File: src/rtl/multicycle_cpu.sv
// Multicycle accumulator-style CPU core with a single shared memory port.
// Each instruction walks FETCH_ADDR -> FETCH_WAIT -> DECODE and then either
// branches back to fetch, waits on an operand read, or waits on a write.
// All bus outputs are registered so they stay stable while Mem_EN is high.
module multicycle_cpu #(
    parameter int DATA_W   = 16,
    parameter int ADDR_W   = 8,
    parameter int REG_AW   = 4,
    parameter int RESET_PC = 20
) (
    input  logic              clk,
    input  logic              rst,
    output logic [ADDR_W-1:0] MAR,
    input  logic [DATA_W-1:0] MBR_in,
    output logic [DATA_W-1:0] MBR_out,
    output logic              Mem_EN,
    output logic              Mem_CS,
    input  logic              Mem_RDY,
    output logic              carry,
    output logic              halted,
    output logic              illegal_op
);

    localparam logic [3:0] OP_LOAD  = 4'h3;
    localparam logic [3:0] OP_ADD   = 4'h7;
    localparam logic [3:0] OP_SUB   = 4'h8;
    localparam logic [3:0] OP_STORE = 4'hB;
    localparam logic [3:0] OP_JMP   = 4'hC;
    localparam logic [3:0] OP_JZ    = 4'hD;
    localparam logic [3:0] OP_HALT  = 4'hF;

    typedef enum logic [2:0] {
        FETCH_ADDR,
        FETCH_WAIT,
        DECODE,
        OPND_WAIT,
        EXECUTE,
        WRITE_WAIT,
        HALT,
        ERROR
    } state_t;

    state_t              state_q, state_d;
    logic [ADDR_W-1:0]   pc_q, pc_d;
    logic [DATA_W-1:0]   ir_q, ir_d;
    logic [ADDR_W-1:0]   mar_q, mar_d;
    logic [DATA_W-1:0]   mbr_out_q, mbr_out_d;
    logic                mem_en_q, mem_en_d;
    logic                mem_cs_q, mem_cs_d;
    logic                carry_q, carry_d;
    logic [DATA_W-1:0]   opnd_q, opnd_d;

    logic [DATA_W-1:0]   rf_q [2**REG_AW];
    logic                rf_we;
    logic [DATA_W-1:0]   rf_wdata;
    logic [DATA_W-1:0]   rf_rdata;

    logic [3:0]          ir_op;
    logic [REG_AW-1:0]   ir_r;
    logic [ADDR_W-1:0]   ir_addr;
    logic                mem_rdy;
    logic [DATA_W:0]     add_sum;

    // Instruction fields are always taken from the latched IR.
    assign ir_op    = ir_q[DATA_W-1 -: 4];
    assign ir_r     = ir_q[DATA_W-5 -: REG_AW];
    assign ir_addr  = ir_q[ADDR_W-1:0];
    assign rf_rdata = rf_q[ir_r];

    // A completion strobe only counts while a request is outstanding.
    assign mem_rdy  = Mem_RDY & mem_en_q;
    assign add_sum  = {1'b0, rf_rdata} + {1'b0, opnd_q};

    // Next-state and datapath control for every FSM state.
    always_comb begin
        state_d   = state_q;
        pc_d      = pc_q;
        ir_d      = ir_q;
        mar_d     = mar_q;
        mbr_out_d = mbr_out_q;
        mem_en_d  = mem_en_q;
        mem_cs_d  = mem_cs_q;
        carry_d   = carry_q;
        opnd_d    = opnd_q;
        rf_we     = 1'b0;
        rf_wdata  = opnd_q;

        case (state_q)
            FETCH_ADDR: begin
                mar_d    = pc_q;
                mem_en_d = 1'b1;
                mem_cs_d = 1'b0;
                state_d  = FETCH_WAIT;
            end
            FETCH_WAIT: begin
                if (mem_rdy) begin
                    ir_d     = MBR_in;
                    pc_d     = pc_q + ADDR_W'(1);
                    mem_en_d = 1'b0;
                    state_d  = DECODE;
                end
            end
            DECODE: begin
                mar_d = ir_addr;
                case (ir_op)
                    OP_LOAD, OP_ADD, OP_SUB: begin
                        mem_en_d = 1'b1;
                        mem_cs_d = 1'b0;
                        state_d  = OPND_WAIT;
                    end
                    OP_STORE: begin
                        mbr_out_d = rf_rdata;
                        mem_en_d  = 1'b1;
                        mem_cs_d  = 1'b1;
                        state_d   = WRITE_WAIT;
                    end
                    OP_JMP: begin
                        pc_d    = ir_addr;
                        state_d = FETCH_ADDR;
                    end
                    OP_JZ: begin
                        if (rf_rdata == '0) begin
                            pc_d = ir_addr;
                        end
                        state_d = FETCH_ADDR;
                    end
                    OP_HALT: begin
                        state_d = HALT;
                    end
                    default: begin
                        state_d = ERROR;
                    end
                endcase
            end
            OPND_WAIT: begin
                if (mem_rdy) begin
                    opnd_d   = MBR_in;
                    mem_en_d = 1'b0;
                    state_d  = EXECUTE;
                end
            end
            EXECUTE: begin
                case (ir_op)
                    OP_LOAD: begin
                        rf_we    = 1'b1;
                        rf_wdata = opnd_q;
                    end
                    OP_ADD: begin
                        rf_we    = 1'b1;
                        rf_wdata = add_sum[DATA_W-1:0];
                        carry_d  = add_sum[DATA_W];
                    end
                    OP_SUB: begin
                        rf_we    = 1'b1;
                        rf_wdata = rf_rdata - opnd_q;
                        carry_d  = (rf_rdata < opnd_q);
                    end
                    default: begin
                        rf_we = 1'b0;
                    end
                endcase
                state_d = FETCH_ADDR;
            end
            WRITE_WAIT: begin
                if (mem_rdy) begin
                    mem_en_d = 1'b0;
                    state_d  = FETCH_ADDR;
                end
            end
            HALT, ERROR: begin
                mem_en_d = 1'b0;
            end
            default: begin
                state_d = ERROR;
            end
        endcase
    end

    // Control and bus registers; reset wins over any state or pending access.
    always_ff @(posedge clk) begin
        if (rst) begin
            state_q   <= FETCH_ADDR;
            pc_q      <= ADDR_W'(RESET_PC);
            ir_q      <= '0;
            mar_q     <= '0;
            mbr_out_q <= '0;
            mem_en_q  <= 1'b0;
            mem_cs_q  <= 1'b0;
            carry_q   <= 1'b0;
        end else begin
            state_q   <= state_d;
            pc_q      <= pc_d;
            ir_q      <= ir_d;
            mar_q     <= mar_d;
            mbr_out_q <= mbr_out_d;
            mem_en_q  <= mem_en_d;
            mem_cs_q  <= mem_cs_d;
            carry_q   <= carry_d;
        end
    end

    // Operand latch; pure data, no reset needed.
    always_ff @(posedge clk) begin
        opnd_q <= opnd_d;
    end

    // Register file keeps its contents through reset; single write port.
    always_ff @(posedge clk) begin
        if (rf_we && !rst) begin
            rf_q[ir_r] <= rf_wdata;
        end
    end

    assign MAR        = mar_q;
    assign MBR_out    = mbr_out_q;
    assign Mem_EN     = mem_en_q;
    assign Mem_CS     = mem_cs_q;
    assign carry      = carry_q;
    assign halted     = (state_q == HALT);
    assign illegal_op = (state_q == ERROR);

endmodule

File: config.mk
export PLATFORM = sky130hd
export DESIGN_NAME = multicycle_cpu
export DESIGN_NICKNAME = d
export VERILOG_FILES = /design/src/rtl/multicycle_cpu.sv
export SDC_FILE = /design/constraint.sdc
export NUM_CORES = 1
export LEC_CHECK = 0
export ABC_CLOCK_PERIOD_IN_PS = 5200
export CORE_AREA = 2 2 205 207
export CTS_BUF_LIST = sky130_fd_sc_hd__clkbuf_16
export DETAILED_ROUTE_END_ITERATION = 6
export DIE_AREA = 0 0 207 209
export DONT_BUFFER_PORTS = 1
export MAX_ROUTING_LAYER = met4
export PLACE_DENSITY = 0.61
export SYNTH_ARGS = -nofsm -noshare
export SYNTH_HDL_FRONTEND = slang
export SYNTH_SLANG_ARGS = --single-unit
File: constraint.sdc
create_clock -name clk -period 5.2 [get_ports clk]
set_input_delay 1.04 -clock clk [delete_from_list [all_inputs] [get_ports clk]]
set_output_delay 1.04 -clock clk [all_outputs]
set_load 0.01 [all_outputs]
==> results of run 1 <==
[worst reg2reg max path: cells and delay by family, from the launching register on]
kind                       cells  cell delay [ns]
DFF                            1             0.64
AOI/OAI and AO/OA              7             2.24
muxes                          1             0.57
and+or+nand+nor                3             0.54
adders and majority gates      1             0.49
[cell type report]
cell class	count	area, sq um	share of cell area
clock buffers	37	926	0.0568
clock inverters	28	283	0.0173
inverters	31	116	0.00713
multi-input cells	582	4650	0.285
flip-flops and latches	330	9330	0.572
well taps	539	674	0.0413
repair buffers	39	330	0.0202
[placed cells by master (no fill, tap or decap), types with 6 or more instances in the layout]
master	Yosys	routed
clkbuf_16	0	37
a21o_1	7	7
edfxtp_1	272	272
o221ai_1	9	9
a221o_1	11	11
nor2_1	69	57
a31oi_1	7	7
nand2_1	118	118
a22oi_1	35	35
nor3_1	17	12
nor4_1	6	6
nand3_1	8	8
ha_1	37	37
o21ai_0	23	23
nor2_2	0	12
inv_1	31	34
nand2b_1	11	11
buf_4	2	36
dfxtp_1	58	56
clkinv_2	0	6
a32o_1	7	7
a21oi_1	68	68
a211oi_1	11	11
mux2i_1	9	9
mux4_2	64	64
[power by group through the flow]
stage	clock [mW]	combinational, mW	sequential [mW]
after floorplan	0	0.204	2.92
final	2.60	0.264	2.87
after CTS	2.65	0.261	2.87
after detailed placement	0	0.259	2.93
after global placement	0	0.258	2.93
after global routing	2.75	0.288	2.87
[per-stage QoR]
stage,util,cells,hold slack [ns]
CTS,0.395,1586,0.477
finish,0.395,1586,0.476
global route,0.395,1586,0.504
detailed placement,0.366,1521,0.470
floorplan,-,995,0.449
global placement,0.366,1521,0.462
[worst paths after layout]
path	from	to	slack (ns)	cells after the start
worst max-delay path	register	rf_q[7][14]$_DFFE_PP_	0.38	12
worst min-delay path	ir_q[3]$_SDFFE_PP0P_	ir_q[3]$_SDFFE_PP0P_	0.48	2
worst max register to register	register	rf_q[7][14]$_DFFE_PP_	0.38	12
worst min register to register	ir_q[3]$_SDFFE_PP0P_	ir_q[3]$_SDFFE_PP0P_	0.48	2
[registers in the layout, summed over array words and instances (netlist names), named ones only]
register / count
MAR: 8
MBR_out: 16
Mem_CS: 1
Mem_EN: 1
carry: 1
ir_q: 16
opnd_q: 16
pc_q: 8
rf_q: 256
state_q: 3
[kinds of logic after synthesis]
kind of cell / count (synthesis)
AOI/OAI and AO/OA: 212
xor gates and xnor gates: 4
adders and majority gates: 39
buffers and inverters: 83
DFF: 330
muxes: 73
and+or+nand+nor: 254
[routing by layer]
metal  global-route usage  vias up
met3               0.0293       78
li1                     -     3898
met4               0.0623        0
met2                0.283      336
met5                    -        -
met1                0.220     4424
==> results.tsv, run 1 <==
metric	value	unit
pwr-share-seq	0.501	
crit_type	register to register	
fin_area	16300	sq um
root_buffer	clkbuf_16	
yosys-top-cells-count	edfxtp_1, nand2_1, nor2_1	
vias_per_cell	5.51	
hold_class	register to register	
synth_compound_area_frac	0.100	
worst_pin_slew	1.17	ns
pwr_density_cell	352	nW/um^2
endpoint_kind	register	
fillerInstances	3795	
post_dp_cell_area	15100	sq um
postSynth.asyncResetShare	0	
finalMaxSlewViolations	0	
insertion_delay	0.52	ns
yosysWarningCount	0	
drive_above_1_share	0.176	
cts.sinks	330	
antenna_cells	0	
wirelength	37000	microns
synthSimpleGateAreaFrac	0.0766	
syn_area_per_cell	14.3	sq um
wl_per_cell	23.3	microns
grt_pass1_wl	54700	microns
power	5.74	mW
wl_met3	2400	microns
grt_antenna_before_repair	0	
cts_setup_buffers	0	
start_util	0.346	
dr_wl_met2	17900	microns
hold_buffers	0	
grt_pass1_vias	8494	
numCtsBuffers	36	
die_h	209	microns
final.setup_skew	0.0151	ns
swShare	0.216	
cp_num_buf_inv	0	
die_area	43300	sq um
worstPathCellList	mux4_2 -> a22oi_1 -> nand2_1 -> ha_1 -> a311oi_1 -> o21ai_0 -> o211ai_1 -> a31oi_1 -> nand3_1 -> nand2_1 -> a221o_1 -> a22o_1	
cp_max_fo	22	
yosysMostFrequentCell	edfxtp_1	
synth_edf_count	272	
portBuffers	0	
ir_drop	0.173	mV
synth_flop_cell	edfxtp_1	
ys_ff_latch	330	
cap_violations	0	
synth_cells	995	
cpMostUsedCell	nand2_1	
critical-path-slowest-cell	dfxtp_4	
combPwrFrac	0.046	
grt_max_degree	60	
fin_crit_sh	0.927	
status	finished clean	
setup_slack	0.382	ns
clk_pin_slew	0.06	ns
synth_adder_area_share	0.0352	
yosysTopAreaCellShare	0.572	
grt_remaining_overflow	0	
maxSlewHeadroom	0.215	
synth_xor_area_frac	0.00245	
critPathRequiredTime	5.38	ns
die_w	207	microns
period_needed	4.82	ns
place.gp.congestion	0.932	
hold_viol	0	
wl_met1	15400	microns
firstDrtPassIters	5	
syn2layout_area_growth	14.3	%
detailedPlace.worstSlack	0.462	ns
cp_top_family	compound AO/OA/AOI/OAI gates	
leakage	5.38	nW
switchingPower	1.24	mW
synthMuxAreaShare	0.107	
setup-tns-final	0	ns
nets	1078	
core_region_area	41300	sq um
fmax	208	MHz
clockBufferDepth	3	
drt_iter0_drc	934	
arrival	5.00	ns
cts_resized	0	
cts_tree	built	
ant_nets	0	
synth_fp_nets	1053	
finalSetupViolCount	0	
drc	0	
maxUsedRoutingLayer	met4	
synth_top_area_cell	edfxtp_1	
max_stage_delay	0.64	ns
startpoint_type	register	
rsz0062_at_grt	false	
dp_hpwl	23300	microns
ys_seq_area_frac	0.653	
grt.total_usage	0.174	
p_int	4.50	mW
p_clk_frac	0.453	
ioPinCount	48	
num_rows	75	
cts_max_level	2	
synth_top_family_by_area	multiplexers	
ys_types	56	
num_vias	8736	
syn_area	14300	sq um
synth.top_cells.by_area	edfxtp_1, mux4_2, dfxtp_1, ha_1, nand2_1	
(Power assumes the default switching activity.)
==> run 2: changes to the inputs <==
==> config.mk (replaced) <==
export PLATFORM = sky130hd
export DESIGN_NAME = multicycle_cpu
export DESIGN_NICKNAME = d
export VERILOG_FILES = /design/src/rtl/multicycle_cpu.sv
export SDC_FILE = /design/constraint.sdc
export NUM_CORES = 1
export LEC_CHECK = 0
export ABC_CLOCK_PERIOD_IN_PS = 5200
export CORE_AREA = 2 2 165 167
export DETAILED_ROUTE_END_ITERATION = 6
export DIE_AREA = 0 0 167 169
export DONT_BUFFER_PORTS = 1
export MAX_ROUTING_LAYER = met4
export PLACE_DENSITY = 0.81
export SYNTH_ARGS = -nofsm -noshare
export SYNTH_HDL_FRONTEND = slang
export SYNTH_SLANG_ARGS = --single-unit
==> constraint.sdc (replaced) <==
create_clock -name clk -period 5.2 [get_ports clk]
set_input_delay 0.26 -clock clk [delete_from_list [all_inputs] [get_ports clk]]
set_output_delay 0.26 -clock clk [all_outputs]
set_load 0.01 [all_outputs]
==> run 2 against run 1 <==
- the flow now finishes with violations (DRC)
- design area shrank 1.5%
- clock skew grew 0.014 ns
- cell count down 12%
- critical path type unchanged
- highest routed layer unchanged
==> results.tsv, run 2 (same netlist as run 1, synthesis figures left out) <==
metric	value	unit	change
cts_max_level	1		was 2
fin_util	0.607		was 0.395
arrival	5.09	ns	was 5.00 ns
cts_setup_buffers	0		unchanged
die_w	167	microns	was 207 microns
cp_top_family	compound AO/OA/AOI/OAI gates		unchanged
worstPathCellList	buf_4 -> mux4_2 -> a22oi_1 -> nand2_1 -> ha_1 -> a21oi_1 -> o31ai_1 -> a21oi_1 -> o21bai_1 -> a21oi_1 -> a221oi_1 -> xnor2_1 -> a221o_1		was mux4_2 -> a22oi_1 -> nand2_1 -> ha_1 -> a311oi_1 -> o21ai_0 -> o211ai_1 -> a31oi_1 -> nand3_1 -> nand2_1 -> a221o_1 -> a22o_1
crit_type	register to register		unchanged
worstHoldEndpoint	MBR_out[2]$_SDFFE_PP0P_		was ir_q[3]$_SDFFE_PP0P_
num_vias	9067		was 8736
grt_pass1_wl	53100	microns	was 54700 microns
nets	1090		was 1078
insertion_delay	0.57	ns	was 0.52 ns
fillerInstances	1902		was 3795
cpMostUsedCell	a21oi_1		was nand2_1
rsz0062_at_grt	false		unchanged
period_needed	4.87	ns	was 4.82 ns
firstDrtPassIters	7		was 5
vias_per_cell	6.49		was 5.51
ant_nets	0		unchanged
core_region_area	26500	sq um	was 41300 sq um
drc	2		was 0
regMostFlops	rf_q		unchanged
hold_buffers	18		was 0
start_util	0.539		was 0.346
drt_iter0_drc	1118		was 934
status	finished with violations		was finished clean
endpoint_kind	register		unchanged
maxSlewHeadroom	0.156		was 0.215
clockBufferDepth	3		unchanged
grt_max_degree	59		was 60
hold_class	input pin to register		was register to register
critical-path-slowest-cell	dfxtp_2		was dfxtp_4
r2r_slack	0.33	ns	was 0.38 ns
violations	DRC		
die_h	169	microns	was 209 microns
r2r_end	rf_q[9][15]$_DFFE_PP_		was rf_q[7][14]$_DFFE_PP_
finalMaxSlewViolations	0		unchanged
numCtsBuffers	31		was 36
grt_antenna_before_repair	0		unchanged
cap_violations	0		unchanged
r2r_cells	13		was 12
cp_max_fo	26		was 22
clk_pin_slew	0.07	ns	was 0.06 ns
grt_remaining_overflow	0		unchanged
cts_resized	0		unchanged
hold_viol	0		unchanged
drive_above_1_share	0.164		was 0.176
setup-tns-final	0	ns	unchanged
power	5.46	mW	was 5.74 mW
max_stage_delay	0.73	ns	was 0.64 ns
fin_crit_sh	0.936		was 0.927
hp-start	rst		was ir_q[3]$_SDFFE_PP0P_
startpoint_type	register		unchanged
cts_tree	built		unchanged
whs	0.0146	ns	was 0.476 ns
cts.sinks	330		unchanged
grt.total_usage	0.258		was 0.174
whs_path_depth	2		unchanged
pwr_density_cell	340	nW/um^2	was 352 nW/um^2
die_area	28200	sq um	was 43300 sq um
ir_drop	0.276	mV	was 0.173 mV
cp_num_buf_inv	1		was 0
worst_pin_slew	1.26	ns	was 1.17 ns
wirelength	35400	microns	was 37000 microns
num_rows	60		was 75
final.setup_skew	0.0288	ns	was 0.0151 ns
leakage	5.35	nW	was 5.38 nW
place.gp.congestion	0.942		was 0.932
final_common_cell	edfxtp_1		unchanged
grt_pass1_vias	8839		was 8494
critPathRequiredTime	5.42	ns	was 5.38 ns
largest_reg_flops	256		unchanged
fmax	205	MHz	was 208 MHz
ioPinCount	48		unchanged
finalSetupViolCount	0		unchanged
antenna_cells	0		unchanged
syn2layout_area_growth	12.6	%	was 14.3%
wl_per_cell	25.3	microns	was 23.3 microns
dp_hpwl	21700	microns	was 23300 microns
portBuffers	0		unchanged
final_cell_mix	edfxtp_1, nand2_1, a21oi_1, mux4_2, nor2_1		unchanged
root_buffer	clkbuf_16		unchanged
==> run 2: cell types whose count changed in the layout (fill, tap and decap cells not counted), moves of 2 or more <==
cell	delta
clkbuf_1	+6
clkbuf_16	-6
clkinv_2	-2
dlygate4sd3_1	+17
inv_1	-3
inv_2	-3
==> run 2: metal layers <==
| metal | track usage | part of all wire | vias to the layer above | wire length, microns |
|---|---|---|---|---|
| met1 | 0.327 | 0.38 | 4513 | 13500 |
| met3 | 0.0435 | 0.087 | 121 | 3080 |
| li1 | - | - | 3926 | - |
| met2 | 0.413 | 0.48 | 507 | 17100 |
| met4 | 0.119 | 0.049 | 0 | 1730 |
| met5 | - | 0 | - | 0 |
==> run 2: report_power, final <==
part           switching, mW  leakage (nW)  internal (mW)
clock                  0.961         0.493           1.34
combinational          0.175          1.94          0.111
sequential            0.0237          2.91           2.85
total                   1.16          5.35           4.30
==> run 2: per-stage QoR <==
step / instances / setup WS [ns] / area, sq um
6_report: 1398 / 0.331 / 16100
5_1_grt: 1398 / 0.0681 / 16100
4_1_cts: 1398 / 0.437 / 16100
2_1_floorplan: 995 / 0.979 / 14300
3_5_place_dp: 1322 / 0.468 / 14800
3_3_place_gp: 1322 / 0.611 / 14800
==> run 2: how the worst max path moves through the flow <==
| stage | to | cells past startpoint |
|---|---|---|
| final | rf_q[9][15]$_DFFE_PP_ | 13 |
| after floorplan | rf_q[0][13]$_DFFE_PP_ | 15 |
| after CTS | rf_q[4][15]$_DFFE_PP_ | 13 |
| after global routing | rf_q[4][15]$_DFFE_PP_ | 13 |
| after global placement | rf_q[14][14]$_DFFE_PP_ | 12 |
| after detailed placement | rf_q[9][15]$_DFFE_PP_ | 13 |
==> run 2: cell type report <==
class / instances / area [sq um] / area share
clock inverters: 21 / 241 / 0.0150
multi-input cells: 582 / 4650 / 0.289
well taps: 341 / 427 / 0.0265
inverters: 31 / 116 / 0.00724
repair buffers: 56 / 508 / 0.0316
flip-flops and latches: 330 / 9330 / 0.581
clock buffers: 37 / 798 / 0.0497
==> run 3: changes to the inputs <==
--- a/config.mk
+++ b/config.mk
@@ -11,7 +11,7 @@
 export DIE_AREA = 0 0 167 169
 export DONT_BUFFER_PORTS = 1
 export MAX_ROUTING_LAYER = met4
-export PLACE_DENSITY = 0.81
+export PLACE_DENSITY = 0.73
 export SYNTH_ARGS = -nofsm -noshare
 export SYNTH_HDL_FRONTEND = slang
 export SYNTH_SLANG_ARGS = --single-unit
==> run 3 against run 2 <==
- the flow now finishes without violations
- via count decreased by 3.4%
- hold slack improved by 0.060 ns
- utilization increased by 0.38 points
- design area increased by 0.62%
- wire length decreased by 4.1%
- critical path depth increased by 3
- maximum frequency increased by 2.0%
- clock power increased by 10%
- largest cell class unchanged
- critical path type unchanged
==> results.tsv, run 3 (same netlist as run 1, synthesis figures left out) <==
metric	value	unit	change
grt.total_usage	0.250		was 0.258
maxSlewHeadroom	0.171		was 0.156
portBuffers	0		unchanged
core_region_area	26500	sq um	unchanged
critPathRequiredTime	5.38	ns	was 5.42 ns
r2r_slack	0.43	ns	was 0.33 ns
nets	1094		was 1090
worst_pin_slew	1.24	ns	was 1.26 ns
syn2layout_area_growth	13.3	%	was 12.6%
finalSetupViolCount	0		unchanged
wl_per_cell	24.2	microns	was 25.3 microns
root_buffer	clkbuf_16		unchanged
die_h	169	microns	unchanged
crit_type	register to register		unchanged
dr_wl_met2	17200	microns	was 17100 microns
r2r_cells	16		was 13
fmax	209	MHz	was 205 MHz
hp-start	Mem_RDY		was rst
insertion_delay	0.53	ns	was 0.57 ns
num_rows	60		unchanged
grt_pass1_wl	51700	microns	was 53100 microns
worstPathCellList	buf_12 -> mux4_2 -> a22oi_1 -> nand2_1 -> inv_1 -> ha_1 -> inv_1 -> fa_1 -> a311oi_1 -> o21ai_0 -> o211ai_1 -> nand2b_1 -> nand3_1 -> nand2_1 -> a221o_1 -> a32o_1		was buf_4 -> mux4_2 -> a22oi_1 -> nand2_1 -> ha_1 -> a21oi_1 -> o31ai_1 -> a21oi_1 -> o21bai_1 -> a21oi_1 -> a221oi_1 -> xnor2_1 -> a221o_1
largest_reg_flops	256		unchanged
num_vias	8760		was 9067
r2r_end	rf_q[10][10]$_DFFE_PP_		was rf_q[9][15]$_DFFE_PP_
wirelength	33900	microns	was 35400 microns
wl_met3	2170	microns	was 3080 microns
vias_per_cell	6.25		was 6.49
numCtsBuffers	35		was 31
critPathCapture	rf_q[10][10]$_DFFE_PP_		was rf_q[9][15]$_DFFE_PP_
final.setup_skew	0.0198	ns	was 0.0288 ns
start_util	0.539		unchanged
maxUsedRoutingLayer	met4		unchanged
setup-tns-final	0	ns	unchanged
fin_crit_sh	0.918		was 0.936
status	finished clean		was finished with violations
dp_hpwl	21500	microns	was 21700 microns
hold_class	input pin to register		unchanged
final_common_cell	edfxtp_1		unchanged
cts_setup_buffers	0		unchanged
clockBufferDepth	3		unchanged
critical-path-slowest-cell	dfxtp_4		was dfxtp_2
grt_remaining_overflow	0		unchanged
drt_iter0_drc	919		was 1118
pwr_density_cell	352	nW/um^2	was 340 nW/um^2
arrival	4.96	ns	was 5.09 ns
period_needed	4.77	ns	was 4.87 ns
cp_max_fo	21		was 26
max_stage_delay	0.52	ns	was 0.73 ns
cts_max_level	2		was 1
clk_pin_slew	0.06	ns	was 0.07 ns
final_cell_mix	edfxtp_1, nand2_1, nor2_1, a21oi_1, mux4_2		was edfxtp_1, nand2_1, a21oi_1, mux4_2, nor2_1
die_area	28200	sq um	unchanged
finalMaxSlewViolations	0		unchanged
drive_above_1_share	0.153		was 0.164
grt_pass1_vias	8706		was 8839
cts.sinks	330		unchanged
firstDrtPassIters	5		was 7
power	5.69	mW	was 5.46 mW
grt_max_degree	59		unchanged
ioPinCount	48		unchanged
antenna_cells	0		unchanged
regMostFlops	rf_q		unchanged
wl_met1	13500	microns	about the same
leakage	5.43	nW	was 5.35 nW
grt_antenna_before_repair	0		unchanged
drc	0		was 2
cap_violations	0		unchanged
place.gp.congestion	0.946		was 0.942
ant_nets	0		unchanged
ir_drop	0.312	mV	was 0.276 mV
die_w	167	microns	unchanged
startpoint_type	register		unchanged
endpoint_kind	register		unchanged
hold_viol	0		unchanged
rsz0062_at_grt	false		unchanged
cts_tree	built		unchanged
-- run 3: layout make-up --
cell class,instances,area (sq um)
clock buffers,45,956
clock inverters,17,219
fillers,1959,10300
inverters,31,116
multi-input cells,582,4620
flip-flops and latches,330,9330
well taps,341,427
repair buffers,56,503
-- run 3: timing repair --
action	4_1_cts	5_1_grt
hold buffers	19	0
endpoints found under the hold margin	74	0
resized for setup	0	0
-- run 3: worst min path at each step --
stage                                          to  cells after the start
after detailed placement  MBR_out[4]$_SDFFE_PP0P_                      1
after CTS                 state_q[2]$_SDFFE_PP0P_                      2
after global routing         ir_q[1]$_SDFFE_PP0P_                      2
after global placement    MBR_out[6]$_SDFFE_PP0P_                      1
after floorplan               opnd_q[0]$_DFFE_PP_                      0
final                     state_q[2]$_SDFFE_PP0P_                      2
-- run 3: metal layers --
layer,up-vias,global-route usage
met3,67,0.0358
met1,4393,0.317
met5,-,-
met2,368,0.415
li1,3932,-
met4,0,0.0896
-- run 3: power breakdown --
part | switching, mW | internal, mW
Combinational | 0.172 | 0.110
Sequential | 0.0225 | 2.85
Clock | 0.990 | 1.55
-- run 3: stage by stage --
stage	utilization	hold WS (ns)	cells	worst slack, ns	instance area [sq um]
after CTS	0.610	0.0478	1402	0.452	16200
final	0.610	0.0750	1402	0.426	16200
after global placement	0.558	0.335	1321	0.548	14800
after detailed placement	0.558	0.337	1321	0.491	14800
after floorplan	-	0.359	995	0.979	14300
after global routing	0.610	0.0999	1402	0.0136	16200
-- run 3: critical path: cells and delay by family (launching register included) --
family | cells | cell delay (ns)
compound gates | 6 | 1.89
flops | 1 | 0.52
mux | 1 | 0.52
fa+ha+maj | 2 | 0.55
simple gates | 4 | 0.53
buf+inv | 3 | 0.42
